===== config.mk =====
export PLATFORM = sky130hd
export DESIGN_NAME = uart_tx_fifo_gen
export DESIGN_NICKNAME = d
export VERILOG_FILES = /design/src/rtl/uart_tx_pkg.sv /design/src/rtl/uart_tx_sync_fifo.sv /design/src/rtl/uart_tx_fifo_gen.sv
export SDC_FILE = /design/constraint.sdc
export NUM_CORES = 1
export LEC_CHECK = 0
export CAP_MARGIN = 0
export CORE_ASPECT_RATIO = 1.5
export CORE_MARGIN = 3
export CORE_UTILIZATION = 30
export CTS_BUF_LIST = sky130_fd_sc_hd__clkbuf_4 sky130_fd_sc_hd__clkbuf_8 sky130_fd_sc_hd__clkbuf_16
export DETAILED_ROUTE_END_ITERATION = 10
export PLACE_DENSITY_LB_ADDON = 0.25
export SETUP_SLACK_MARGIN = 0.3
export SYNTH_ARGS = -nofsm -noshare
export SYNTH_HDL_FRONTEND = slang
export SYNTH_SLANG_ARGS = --single-unit

===== constraint.sdc =====
create_clock -name CLK -period 7.8 [get_ports CLK]
set_input_delay 1.95 -clock CLK [delete_from_list [all_inputs] [get_ports CLK]]
set_output_delay 1.95 -clock CLK [all_outputs]
set_load 0.05 [all_outputs]

===== src/rtl/uart_tx_pkg.sv =====
`default_nettype none
// ============================================================================
//  Module      : uart_tx_pkg
//  Description : Shared constants for the UART transmitter: FSM state
//                encoding and parity-type selectors.
//  Revision    : 1.0 - initial release
// ============================================================================
package uart_tx_pkg;

    // Transmit FSM state encoding
    localparam logic [2:0] ST_IDLE   = 3'd0;
    localparam logic [2:0] ST_START  = 3'd1;
    localparam logic [2:0] ST_DATA   = 3'd2;
    localparam logic [2:0] ST_PARITY = 3'd3;
    localparam logic [2:0] ST_STOP1  = 3'd4;
    localparam logic [2:0] ST_STOP2  = 3'd5;

    // Parity type selectors (Parity_type input)
    localparam logic PAR_EVEN = 1'b0;
    localparam logic PAR_ODD  = 1'b1;

endpackage
`default_nettype wire


===== src/rtl/uart_tx_sync_fifo.sv =====
`default_nettype none
// ============================================================================
//  Module      : uart_tx_sync_fifo
//  Description : Single-clock FIFO with occupancy count, full and empty flags.
//                Writes while full and reads while empty are ignored.
//  Revision    : 1.0 - initial release
// ============================================================================
module uart_tx_sync_fifo #(
    parameter int DATA_WIDTH = 8,
    parameter int FIFO_DEPTH = 4
) (
    input  logic                          clk,
    input  logic                          rst,
    input  logic                          i_wr_en,
    input  logic [DATA_WIDTH-1:0]         i_wr_data,
    input  logic                          i_rd_en,
    output logic [DATA_WIDTH-1:0]         o_rd_data,
    output logic [$clog2(FIFO_DEPTH):0]   o_count,
    output logic                          o_full,
    output logic                          o_empty
);

    localparam int PTR_W = $clog2(FIFO_DEPTH);
    localparam int CNT_W = $clog2(FIFO_DEPTH) + 1;

    logic [DATA_WIDTH-1:0] r_mem [FIFO_DEPTH];
    logic [PTR_W-1:0]      r_wr_ptr;
    logic [PTR_W-1:0]      r_rd_ptr;
    logic [CNT_W-1:0]      r_count;
    logic                  w_push;
    logic                  w_pop;

    // A full FIFO refuses the write even if a read happens on the same edge
    assign w_push    = i_wr_en && !o_full;
    assign w_pop     = i_rd_en && !o_empty;
    assign o_full    = (r_count == CNT_W'(FIFO_DEPTH));
    assign o_empty   = (r_count == '0);
    assign o_count   = r_count;
    assign o_rd_data = r_mem[r_rd_ptr];

    // Storage array write port
    always_ff @(posedge clk) begin
        if (w_push) begin
            r_mem[r_wr_ptr] <= i_wr_data;
        end
    end

    // Pointers wrap naturally (power-of-two depth); count tracks occupancy
    always_ff @(posedge clk) begin
        if (rst) begin
            r_wr_ptr <= '0;
            r_rd_ptr <= '0;
            r_count  <= '0;
        end else begin
            if (w_push) begin
                r_wr_ptr <= r_wr_ptr + PTR_W'(1);
            end
            if (w_pop) begin
                r_rd_ptr <= r_rd_ptr + PTR_W'(1);
            end
            case ({w_push, w_pop})
                2'b10:   r_count <= r_count + CNT_W'(1);
                2'b01:   r_count <= r_count - CNT_W'(1);
                default: r_count <= r_count;
            endcase
        end
    end

endmodule
`default_nettype wire


===== src/rtl/uart_tx_fifo_gen.sv =====
`default_nettype none
// ============================================================================
//  Module      : uart_tx_fifo_gen
//  Description : Parametrised UART transmitter with input FIFO, optional
//                even/odd parity, one or two stop bits and runtime prescale.
//                Frame settings are latched when a word leaves the FIFO.
//  Revision    : 1.0 - initial release
// ============================================================================
module uart_tx_fifo_gen
    import uart_tx_pkg::*;
#(
    parameter int DATA_WIDTH = 8,
    parameter int FIFO_DEPTH = 4,
    parameter int PRESCALE_W = 6
) (
    input  logic                  CLK,
    input  logic                  Reset,
    input  logic [DATA_WIDTH-1:0] Data,
    input  logic                  Data_valid,
    output logic                  Ready,
    input  logic                  Parity_EN,
    input  logic                  Parity_type,
    input  logic                  Stop2,
    input  logic [PRESCALE_W-1:0] Prescale,
    output logic                  Tx_out,
    output logic                  Busy,
    output logic                  Overflow
);

    localparam int BIT_W = $clog2(DATA_WIDTH);
    localparam int CNT_W = $clog2(FIFO_DEPTH) + 1;

    logic [2:0]            r_state;
    logic [PRESCALE_W-1:0] r_cnt;
    logic [PRESCALE_W-1:0] r_pres;
    logic [BIT_W-1:0]      r_bit;
    logic [DATA_WIDTH-1:0] r_shift;
    logic                  r_par_en;
    logic                  r_par_bit;
    logic                  r_stop2;
    logic                  r_tx;
    logic                  r_busy;
    logic                  r_overflow;

    logic [DATA_WIDTH-1:0] w_head;
    logic [CNT_W-1:0]      w_count;
    logic                  w_full;
    logic                  w_empty;
    logic                  w_pop;
    logic                  w_last;
    logic                  w_frame_end;
    logic [PRESCALE_W-1:0] w_pres;
    logic [PRESCALE_W-1:0] w_reload;

    uart_tx_sync_fifo #(
        .DATA_WIDTH (DATA_WIDTH),
        .FIFO_DEPTH (FIFO_DEPTH)
    ) u_fifo (
        .clk       (CLK),
        .rst       (Reset),
        .i_wr_en   (Data_valid),
        .i_wr_data (Data),
        .i_rd_en   (w_pop),
        .o_rd_data (w_head),
        .o_count   (w_count),
        .o_full    (w_full),
        .o_empty   (w_empty)
    );

    // Ready comes from the registered occupancy, so it is glitch-free
    assign Ready    = (w_count != CNT_W'(FIFO_DEPTH)) && !w_full;
    assign Tx_out   = r_tx;
    assign Busy     = r_busy;
    assign Overflow = r_overflow;

    // Prescale of zero behaves as one cycle per bit
    assign w_pres   = (Prescale == '0) ? PRESCALE_W'(1) : Prescale;
    assign w_reload = r_pres - PRESCALE_W'(1);
    assign w_last   = (r_cnt == '0);

    // Final stop bit ends on this cycle; a queued word then starts with no gap
    assign w_frame_end = w_last &&
                         (((r_state == ST_STOP1) && !r_stop2) || (r_state == ST_STOP2));
    assign w_pop       = !w_empty && ((r_state == ST_IDLE) || w_frame_end);

    // Rejected writes produce a one-cycle pulse; the data is dropped
    always_ff @(posedge CLK) begin
        if (Reset) begin
            r_overflow <= 1'b0;
        end else begin
            r_overflow <= Data_valid && !Ready;
        end
    end

    // Frame sequencer: each state holds the line for r_pres cycles
    always_ff @(posedge CLK) begin
        if (Reset) begin
            r_state   <= ST_IDLE;
            r_cnt     <= '0;
            r_pres    <= PRESCALE_W'(1);
            r_bit     <= '0;
            r_shift   <= '0;
            r_par_en  <= 1'b0;
            r_par_bit <= 1'b0;
            r_stop2   <= 1'b0;
            r_tx      <= 1'b1;
            r_busy    <= 1'b0;
        end else if (w_pop) begin
            // Start a new frame and latch its configuration
            r_shift   <= w_head;
            r_par_en  <= Parity_EN;
            r_stop2   <= Stop2;
            r_par_bit <= (^w_head) ^ (Parity_type == PAR_ODD);
            r_pres    <= w_pres;
            r_cnt     <= w_pres - PRESCALE_W'(1);
            r_bit     <= '0;
            r_state   <= ST_START;
            r_tx      <= 1'b0;
            r_busy    <= 1'b1;
        end else begin
            if ((r_state != ST_IDLE) && !w_last) begin
                r_cnt <= r_cnt - PRESCALE_W'(1);
            end
            case (r_state)
                ST_IDLE: begin
                    r_tx   <= 1'b1;
                    r_busy <= 1'b0;
                end
                ST_START: begin
                    if (w_last) begin
                        r_state <= ST_DATA;
                        r_cnt   <= w_reload;
                        r_bit   <= '0;
                        r_tx    <= r_shift[0];
                    end
                end
                ST_DATA: begin
                    if (w_last) begin
                        r_cnt <= w_reload;
                        if (r_bit == BIT_W'(DATA_WIDTH - 1)) begin
                            if (r_par_en) begin
                                r_state <= ST_PARITY;
                                r_tx    <= r_par_bit;
                            end else begin
                                r_state <= ST_STOP1;
                                r_tx    <= 1'b1;
                            end
                        end else begin
                            r_bit   <= r_bit + BIT_W'(1);
                            r_shift <= r_shift >> 1;
                            r_tx    <= r_shift[1];
                        end
                    end
                end
                ST_PARITY: begin
                    if (w_last) begin
                        r_state <= ST_STOP1;
                        r_cnt   <= w_reload;
                        r_tx    <= 1'b1;
                    end
                end
                ST_STOP1: begin
                    if (w_last) begin
                        r_cnt <= w_reload;
                        r_tx  <= 1'b1;
                        if (r_stop2) begin
                            r_state <= ST_STOP2;
                        end else begin
                            r_state <= ST_IDLE;
                            r_busy  <= 1'b0;
                        end
                    end
                end
                ST_STOP2: begin
                    if (w_last) begin
                        r_state <= ST_IDLE;
                        r_tx    <= 1'b1;
                        r_busy  <= 1'b0;
                    end
                end
                default: begin
                    r_state <= ST_IDLE;
                    r_tx    <= 1'b1;
                    r_busy  <= 1'b0;
                end
            endcase
        end
    end

endmodule
`default_nettype wire

==> results.md, run 1 <==
- Post-CTS Hold Fix Bufs: 0
- Pwr per Cell Area: 377 nW/um^2
- Chip width: 95.6 microns
- Unrepaired setup endpoints after global routing: false
- Final period demand of the worst path: 3800 ps
- Share of post-route cells with drive strength above 1: 0.0831
- Top post-synthesis cells by area: sky130_fd_sc_hd__edfxtp_1, sky130_fd_sc_hd__dfxtp_1, sky130_fd_sc_hd__mux4_1
- Clock tree from TritonCTS: yes
- Sequential element share of the synthesized area: 0.493
- Number of global-route vias before repair: 2540
- Worst EP required: 5850 ps
- Start point of the critical path: u_fifo.o_count[0]$_SDFFE_PP0P_
- Capture point of the critical path: Ready
- Overall fraction of global-route tracks in use: 0.121
- 1st-iter DRT viols: 114
- Cell accounting for the most synthesized area: sky130_fd_sc_hd__edfxtp_1
- Max IR drop VDD: 0.000158 V
- Cells after Synth: 341
- Post-synthesis instance area: 3610 sq um
- Die area: 13400 sq um
- Routability cong.: 0.834
- Drt drc: 0
- Number of CTS-inserted buffers: 9
- Crit Path Category: reg2out
- Worst path setup slack after routing: 4000 ps
- Hold crit path type: reg2reg
- Final global-route overflow total: 0
- Number of fill cells in the layout: 1175
- Critical R2R Capture: u_fifo.o_count[2]$_SDFFE_PP0P_
- Total half-perimeter wirelength after legalization and detailed placement: 5330 microns
- Placed instance count: 496
- Synthesized area divided by synthesized cell count: 10.6 sq um
- Clock edge transition at the registers on the reported setup and hold paths: 50 ps
- Die height: 140 microns
- Area Overhead vs Synth: 16.6%
- Seq cells post-synth: 73
- Largest net degree at the start of global routing: 43
- CP arrival: 1850 ps
- Total via count in the routed design: 2613
- Summed area of non-filler cells in the final layout: 4210 sq um
- Fmax: 263 MHz
- CTS Sinks: 73
- Critical path peak fanout: 8
- Multi-input logic area: 1670 sq um
- Slew at the pin closest to its max-slew limit: 908 ps
- Final ANT Viol Nets: 0
- Number of vias per cell: 5.11
- Worst setup slack before clock tree synthesis: 3890 ps
- Most instantiated flip-flop cell in the synthesis netlist: sky130_fd_sc_hd__dfxtp_1
- PostCTS Resize Cnt: 0
- Number of flops mapped to enable cells by yosys: 32
- Number of top-level design ports: 24
- Initial cell density of the core: 0.310
- Number of maximum-capacitance violations: 0
- Reg area: 1780 sq um
- Detailed Routing Iterations Pass 1: 5
- Headroom to the max-slew limit: 0.394
- Share of Yosys cell area claimed by the top area cell type: 0.266
- Routed length per instance: 14.9 microns
- Post-detailed-placement cell area: 3940 sq um
- Run status: finished, final reports clean
- Final nets: 388
- First-pass GRT wire length: 12600 microns
- Number of buffers between clock root and the deepest sink: 2
- Count of input and output buffers: 23
- Number of antenna violations at the first check in global routing: 0
- Async set-reset flop share out of synthesis: 0
- Wire length after detailed routing: 7640 microns
- Post-Syn Nets: 372
- Std-Cell Rows: 48
- Leak: 0.00146 uW
- Total setup violations reported at the end of the flow: 0
- Number of diodes: 0
- Max H-tree Level: 3
- Fin cells: 511
- Total count of max-transition violations in the final report: 0
- Reg-to-Reg Start: r_state[2]$_SDFFE_PP0P_
- Clock latency at the later pin of the worst-skew pair: 330 ps
- Number of warnings issued by yosys: 0
- Endpoint type of the worst setup path: output pin
- Worst setup SP type: flop
- Clock Root Buffer: sky130_fd_sc_hd__clkbuf_16
- Setup TNS: 0 ps
- Share of the cycle needed by the critical path after routing: 0.488
- Count of different cell masters after synthesis: 58
- Setup Buffers After CTS: 0
- Worst r2r path cells: 10
- Total power draw: 1590 uW
- Clock Skew: 9.63 ps
- Count of final hold-check violations: 0
- Area of the core: 11700 sq um
- R2R setup slack: 4100 ps
per-stage QoR:
| step | hold slack (ps) | utilization |
|---|---|---|
| floorplan | 441 | - |
| finish | 468 | 0.361 |
| detailed placement | 463 | 0.338 |
| CTS | 470 | 0.361 |
| global placement | 461 | 0.338 |
| global route | 503 | 0.361 |
cell usage after synthesis, drive strengths merged, types with 2 or more instances:
library cell	count
dfxtp	41
nand2	33
edfxtp	32
a21oi	31
nor2	25
inv	15
clkbuf	12
nand3	12
nor3	12
o21ai	11
a22oi	10
ha	10
mux4	8
buf	7
xnor2	7
and3	6
a31oi	5
nor3b	5
or3	5
xor2	5
nand3b	4
o211ai	4
a2111oi	3
a32oi	3
nand2b	3
nand4	3
a211o	2
a211oi	2
a21o	2
a221oi	2
mux2i	2
nor2b	2
nor4	2
o31ai	2
xnor3	2
power by group:
group | internal [uW] | total, uW | switching, uW | leakage (uW)
clock network | 236 | 376 | 140 | 0.000140
registers | 489 | 570 | 81.1 | 0.000629
logic | 258 | 642 | 384 | 0.000690
registers in the layout, indices dropped and copies added, names as in the netlist, 2 cells and up, named ones only:
name,count
r_bit,3
r_cnt,6
r_pres,6
r_shift,8
r_state,3
u_fifo.o_count,3
u_fifo.r_mem,32
u_fifo.r_rd_ptr,2
u_fifo.r_wr_ptr,2
cells by family after synthesis:
group / synth area share
simple gates: 0.170
buf+inv: 0.0437
xor+xnor: 0.0437
fa+ha+maj: 0.0402
mux: 0.0648
compound gates: 0.144
flops: 0.493
cell type report:
| cell class | instances | area share |
|---|---|---|
| Tap cell | 150 | 0.0446 |
| Clock buffer | 14 | 0.0639 |
| Sequential cell | 73 | 0.423 |
| Clock inverter | 1 | 0.00119 |
| Timing Repair Buffer | 24 | 0.0565 |
| Multi-Input combinational cell | 234 | 0.397 |
| Inverter | 15 | 0.0134 |
per-layer routing:
layer / up-vias / wire length, microns / track usage
met4: 0 / 175 / 0.0555
met1: 1260 / 3050 / 0.140
li1: 1295 / - / -
met2: 46 / 4140 / 0.210
met3: 12 / 280 / 0.0253
met5: - / 0 / 0
how the worst min path moves through the flow:
stage                              endpoint  slack [ps]                    start  cells past startpoint
floorplan            r_pres[5]$_SDFFE_PP0P_         440   r_pres[5]$_SDFFE_PP0P_                      2
global placement    r_shift[2]$_SDFFE_PP0P_         460  r_shift[2]$_SDFFE_PP0P_                      2
detailed placement  r_shift[7]$_SDFFE_PP0P_         460  r_shift[7]$_SDFFE_PP0P_                      2
CTS                 r_shift[7]$_SDFFE_PP0P_         470  r_shift[7]$_SDFFE_PP0P_                      2
global route        r_shift[7]$_SDFFE_PP0P_         500  r_shift[7]$_SDFFE_PP0P_                      2
finish              r_shift[7]$_SDFFE_PP0P_         470  r_shift[7]$_SDFFE_PP0P_                      2
layout by cell type, fill, tap and decap left out, types with 3 or more instances in the layout:
cell                               n
sky130_fd_sc_hd__mux4_1            6
sky130_fd_sc_hd__a22oi_1          10
sky130_fd_sc_hd__or3_1             5
sky130_fd_sc_hd__xnor2_1           6
sky130_fd_sc_hd__dfxtp_1          41
sky130_fd_sc_hd__a21oi_1          31
sky130_fd_sc_hd__clkbuf_4          4
sky130_fd_sc_hd__ha_1             10
sky130_fd_sc_hd__clkdlybuf4s50_1  23
sky130_fd_sc_hd__edfxtp_1         32
sky130_fd_sc_hd__nor3b_1           4
sky130_fd_sc_hd__inv_1            14
sky130_fd_sc_hd__xor2_1            5
sky130_fd_sc_hd__clkbuf_16         9
sky130_fd_sc_hd__nand3b_1          4
sky130_fd_sc_hd__a31oi_1           5
sky130_fd_sc_hd__nand3_1          12
sky130_fd_sc_hd__and3_1            6
sky130_fd_sc_hd__a32oi_1           3
sky130_fd_sc_hd__nor2_1           24
sky130_fd_sc_hd__nand2_1          32
sky130_fd_sc_hd__a2111oi_0         3
sky130_fd_sc_hd__nand4_1           3
sky130_fd_sc_hd__o21ai_0          11
sky130_fd_sc_hd__nor3_1            9
sky130_fd_sc_hd__o211ai_1          4
critical path: stages, from the launching register on:
cell and delay (ps):
sky130_fd_sc_hd__dfxtp_1 370, sky130_fd_sc_hd__inv_1 90, sky130_fd_sc_hd__nand3_1 220, sky130_fd_sc_hd__clkdlybuf4s50_1 860
(Power assumes the default switching activity.)
==> run 2: changes to the inputs <==
- clock period: 7.8 -> 3 ns (I/O delays scaled with it)
==> run 2 against run 1 <==
Net effect:
- critical path type is now reg2reg
- sequential cell count unchanged
- largest power group unchanged
- die area unchanged
- register-to-register slack got worse by 3600 ps
==> results.md, run 2 (synthesis results as in run 1) <==
- Critical path peak fanout: 5 (was 8)
- Initial cell density of the core: 0.310 (unchanged)
- Capture point of the critical path: u_fifo.o_count[2]$_SDFFE_PP0P_ (was Ready)
- Fin cells: 520 (was 511)
- Drt drc: 0 (unchanged)
- Number of buffers between clock root and the deepest sink: 2 (unchanged)
- Final period demand of the worst path: 2460 ps
- Run status: finished, final reports clean (unchanged)
- First-pass GRT wire length: 13400 microns (was 12600 microns)
- Commonest cells after routing, fill and taps aside: sky130_fd_sc_hd__dfxtp_1, sky130_fd_sc_hd__nand2_1, sky130_fd_sc_hd__edfxtp_1 (unchanged)
- Pwr per Cell Area: 1010 nW/um^2 (was 377 nW/um^2)
- Count of input and output buffers: 23 (unchanged)
- Number of top-level design ports: 24 (unchanged)
- Clock latency at the later pin of the worst-skew pair: 340 ps (was 330 ps)
- Placed instance count: 504 (was 496)
- CTS Sinks: 73 (unchanged)
- Total count of max-transition violations in the final report: 0 (unchanged)
- Worst setup SP type: flop (unchanged)
- Largest register FFs: 32 (unchanged)
- PostCTS Resize Cnt: 0 (unchanged)
- Setup Buffers After CTS: 0 (unchanged)
- Unrepaired setup endpoints after global routing: false (unchanged)
- CP arrival: 2720 ps (was 1850 ps)
- Routability cong.: 0.817 (was 0.834)
- Setup TNS: 0 ps (unchanged)
- Utilization after layout: 0.371 (was 0.361)
- Max H-tree Level: 3 (unchanged)
- Register bank with the most flops: u_fifo.r_mem (unchanged)
- Die area: 13400 sq um (unchanged)
- Number of maximum-capacitance violations: 0 (unchanged)
- Total setup violations reported at the end of the flow: 0 (unchanged)
- Share of the cycle needed by the critical path after routing: 0.821
- Worst r2r path cells: 12 (was 10)
- Number of CTS-inserted buffers: 9 (unchanged)
- Share of post-route cells with drive strength above 1: 0.119 (was 0.0831)
- Final nets: 396 (was 388)
- Hold crit path type: reg2reg (unchanged)
- Top Registers: u_fifo.r_mem: 32 flops, r_shift: 8 flops (unchanged)
- Chip width: 95.6 microns (unchanged)
- Total power draw: 4360 uW (was 1590 uW)
- Wire length after detailed routing: 7980 microns (was 7640 microns)
- Detailed Routing Iterations Pass 1: 4 (was 5)
- Clock tree from TritonCTS: yes (unchanged)
- Area Overhead vs Synth: 19.8% (was 16.6%)
- Headroom to the max-slew limit: 0.601 (was 0.394)
- Die height: 140 microns (unchanged)
- Final ANT Viol Nets: 0 (unchanged)
- Overall fraction of global-route tracks in use: 0.129 (was 0.121)
- Slew at the pin closest to its max-slew limit: 593 ps (was 908 ps)
- Total half-perimeter wirelength after legalization and detailed placement: 5690 microns (was 5330 microns)
- Most common library cell in the layout ignoring fill and taps: sky130_fd_sc_hd__dfxtp_1 (unchanged)
- R2R setup slack: 540 ps (was 4100 ps)
- Std-Cell Rows: 48 (unchanged)
- Start point of the critical path: r_cnt[0]$_SDFF_PP0_ (was u_fifo.o_count[0]$_SDFFE_PP0P_)
- Leak: 0.00151 uW (was 0.00146 uW)
- Clock Root Buffer: sky130_fd_sc_hd__clkbuf_16 (unchanged)
- Clock edge transition at the registers on the reported setup and hold paths: 60 ps (was 50 ps)
- Number of vias per cell: 5.13 (was 5.11)
- Critical R2R Capture: u_fifo.o_count[2]$_SDFFE_PP0P_ (unchanged)
- Area of the core: 11700 sq um (unchanged)
- Number of antenna violations at the first check in global routing: 0 (unchanged)
- Fmax: 406 MHz
- Max IR drop VDD: 0.000505 V (was 0.000158 V)
- Total via count in the routed design: 2667 (was 2613)
- Endpoint type of the worst setup path: flop (was output pin)
- 1st-iter DRT viols: 120 (was 114)
- Count of final hold-check violations: 0 (unchanged)
- Number of diodes: 0 (unchanged)
- Number of global-route vias before repair: 2701 (was 2540)
- Crit Path Category: reg2reg (was reg2out)
- Worst EP required: 3260 ps (was 5850 ps)
- Final global-route overflow total: 0 (unchanged)
- Routed length per instance: 15.3 microns (was 14.9 microns)
- Reg-to-Reg Start: r_cnt[0]$_SDFF_PP0_ (was r_state[2]$_SDFFE_PP0P_)
- Post-CTS Hold Fix Bufs: 0 (unchanged)
- Clock Skew: 12.9 ps (was 9.63 ps)
- Largest net degree at the start of global routing: 43 (unchanged)
==> run 2: changes by cell type in the layout (fill, tap and decap cells not counted), sizes merged <==
cell and delta:
dlymetal6s2s +1, clkdlybuf4s50 -1, clkbuf -3, clkinvlp +1, clkinv +2, bufinv +1
buf +8
==> run 2: stage by stage <==
stage | area (sq um) | hold WS, ps | setup WS [ps]
3_5_place_dp | 4020 | 456 | 333
3_3_place_gp | 4020 | 459 | 385
6_report | 4320 | 467 | 538
2_1_floorplan | 3640 | 441 | 308
5_1_grt | 4320 | 496 | 360
4_1_cts | 4320 | 470 | 352
==> run 2: how the worst min path moves through the flow <==
stage / depth (start not counted) / from / slack [ps] / to
6_report: 2 / Tx_out$_SDFFE_PP1P_ / 470 / Tx_out$_SDFFE_PP1P_
5_1_grt: 2 / Tx_out$_SDFFE_PP1P_ / 500 / Tx_out$_SDFFE_PP1P_
4_1_cts: 2 / Tx_out$_SDFFE_PP1P_ / 470 / Tx_out$_SDFFE_PP1P_
3_3_place_gp: 2 / Tx_out$_SDFFE_PP1P_ / 460 / Tx_out$_SDFFE_PP1P_
2_1_floorplan: 2 / r_pres[5]$_SDFFE_PP0P_ / 440 / r_pres[5]$_SDFFE_PP0P_
3_5_place_dp: 2 / Tx_out$_SDFFE_PP1P_ / 460 / Tx_out$_SDFFE_PP1P_
==> run 2: where the power goes <==
group / switching, uW / leakage, uW / internal [uW] / total, uW
Combinational: 1070 / 0.000729 / 768 / 1840
Clock: 397 / 0.000147 / 672 / 1070
Sequential: 186 / 0.000630 / 1270 / 1460
==> run 2: worst max-delay path, stage by stage (launching register included) <==
cell and delay (ps):
sky130_fd_sc_hd__dfxtp_1 350, sky130_fd_sc_hd__inv_2 80, sky130_fd_sc_hd__ha_2 180, sky130_fd_sc_hd__nor3b_4 210, sky130_fd_sc_hd__a31oi_2 160, sky130_fd_sc_hd__nand2b_4 180, sky130_fd_sc_hd__inv_2 100, sky130_fd_sc_hd__ha_4 140
sky130_fd_sc_hd__inv_1 40, sky130_fd_sc_hd__fa_2 330, sky130_fd_sc_hd__xor2_1 170, sky130_fd_sc_hd__or3_1 310, sky130_fd_sc_hd__a21oi_1 140
==> run 2: final cells by class <==
cell class	instances	area (sq um)
repair buffers	32	300
clock buffers	11	246
multi-input cells	234	1700
well taps	150	188
flip-flops and latches	73	1780
inverters	15	56.3
clock inverters	5	55.1
fillers	1178	7330
==> run 2: metal layers <==
layer,track usage,vias up,share of wire
met3,0.0274,19,0.024
met2,0.214,40,0.52
met4,0.0750,0,0.038
met1,0.150,1292,0.42
li1,-,1316,-
met5,0,-,0
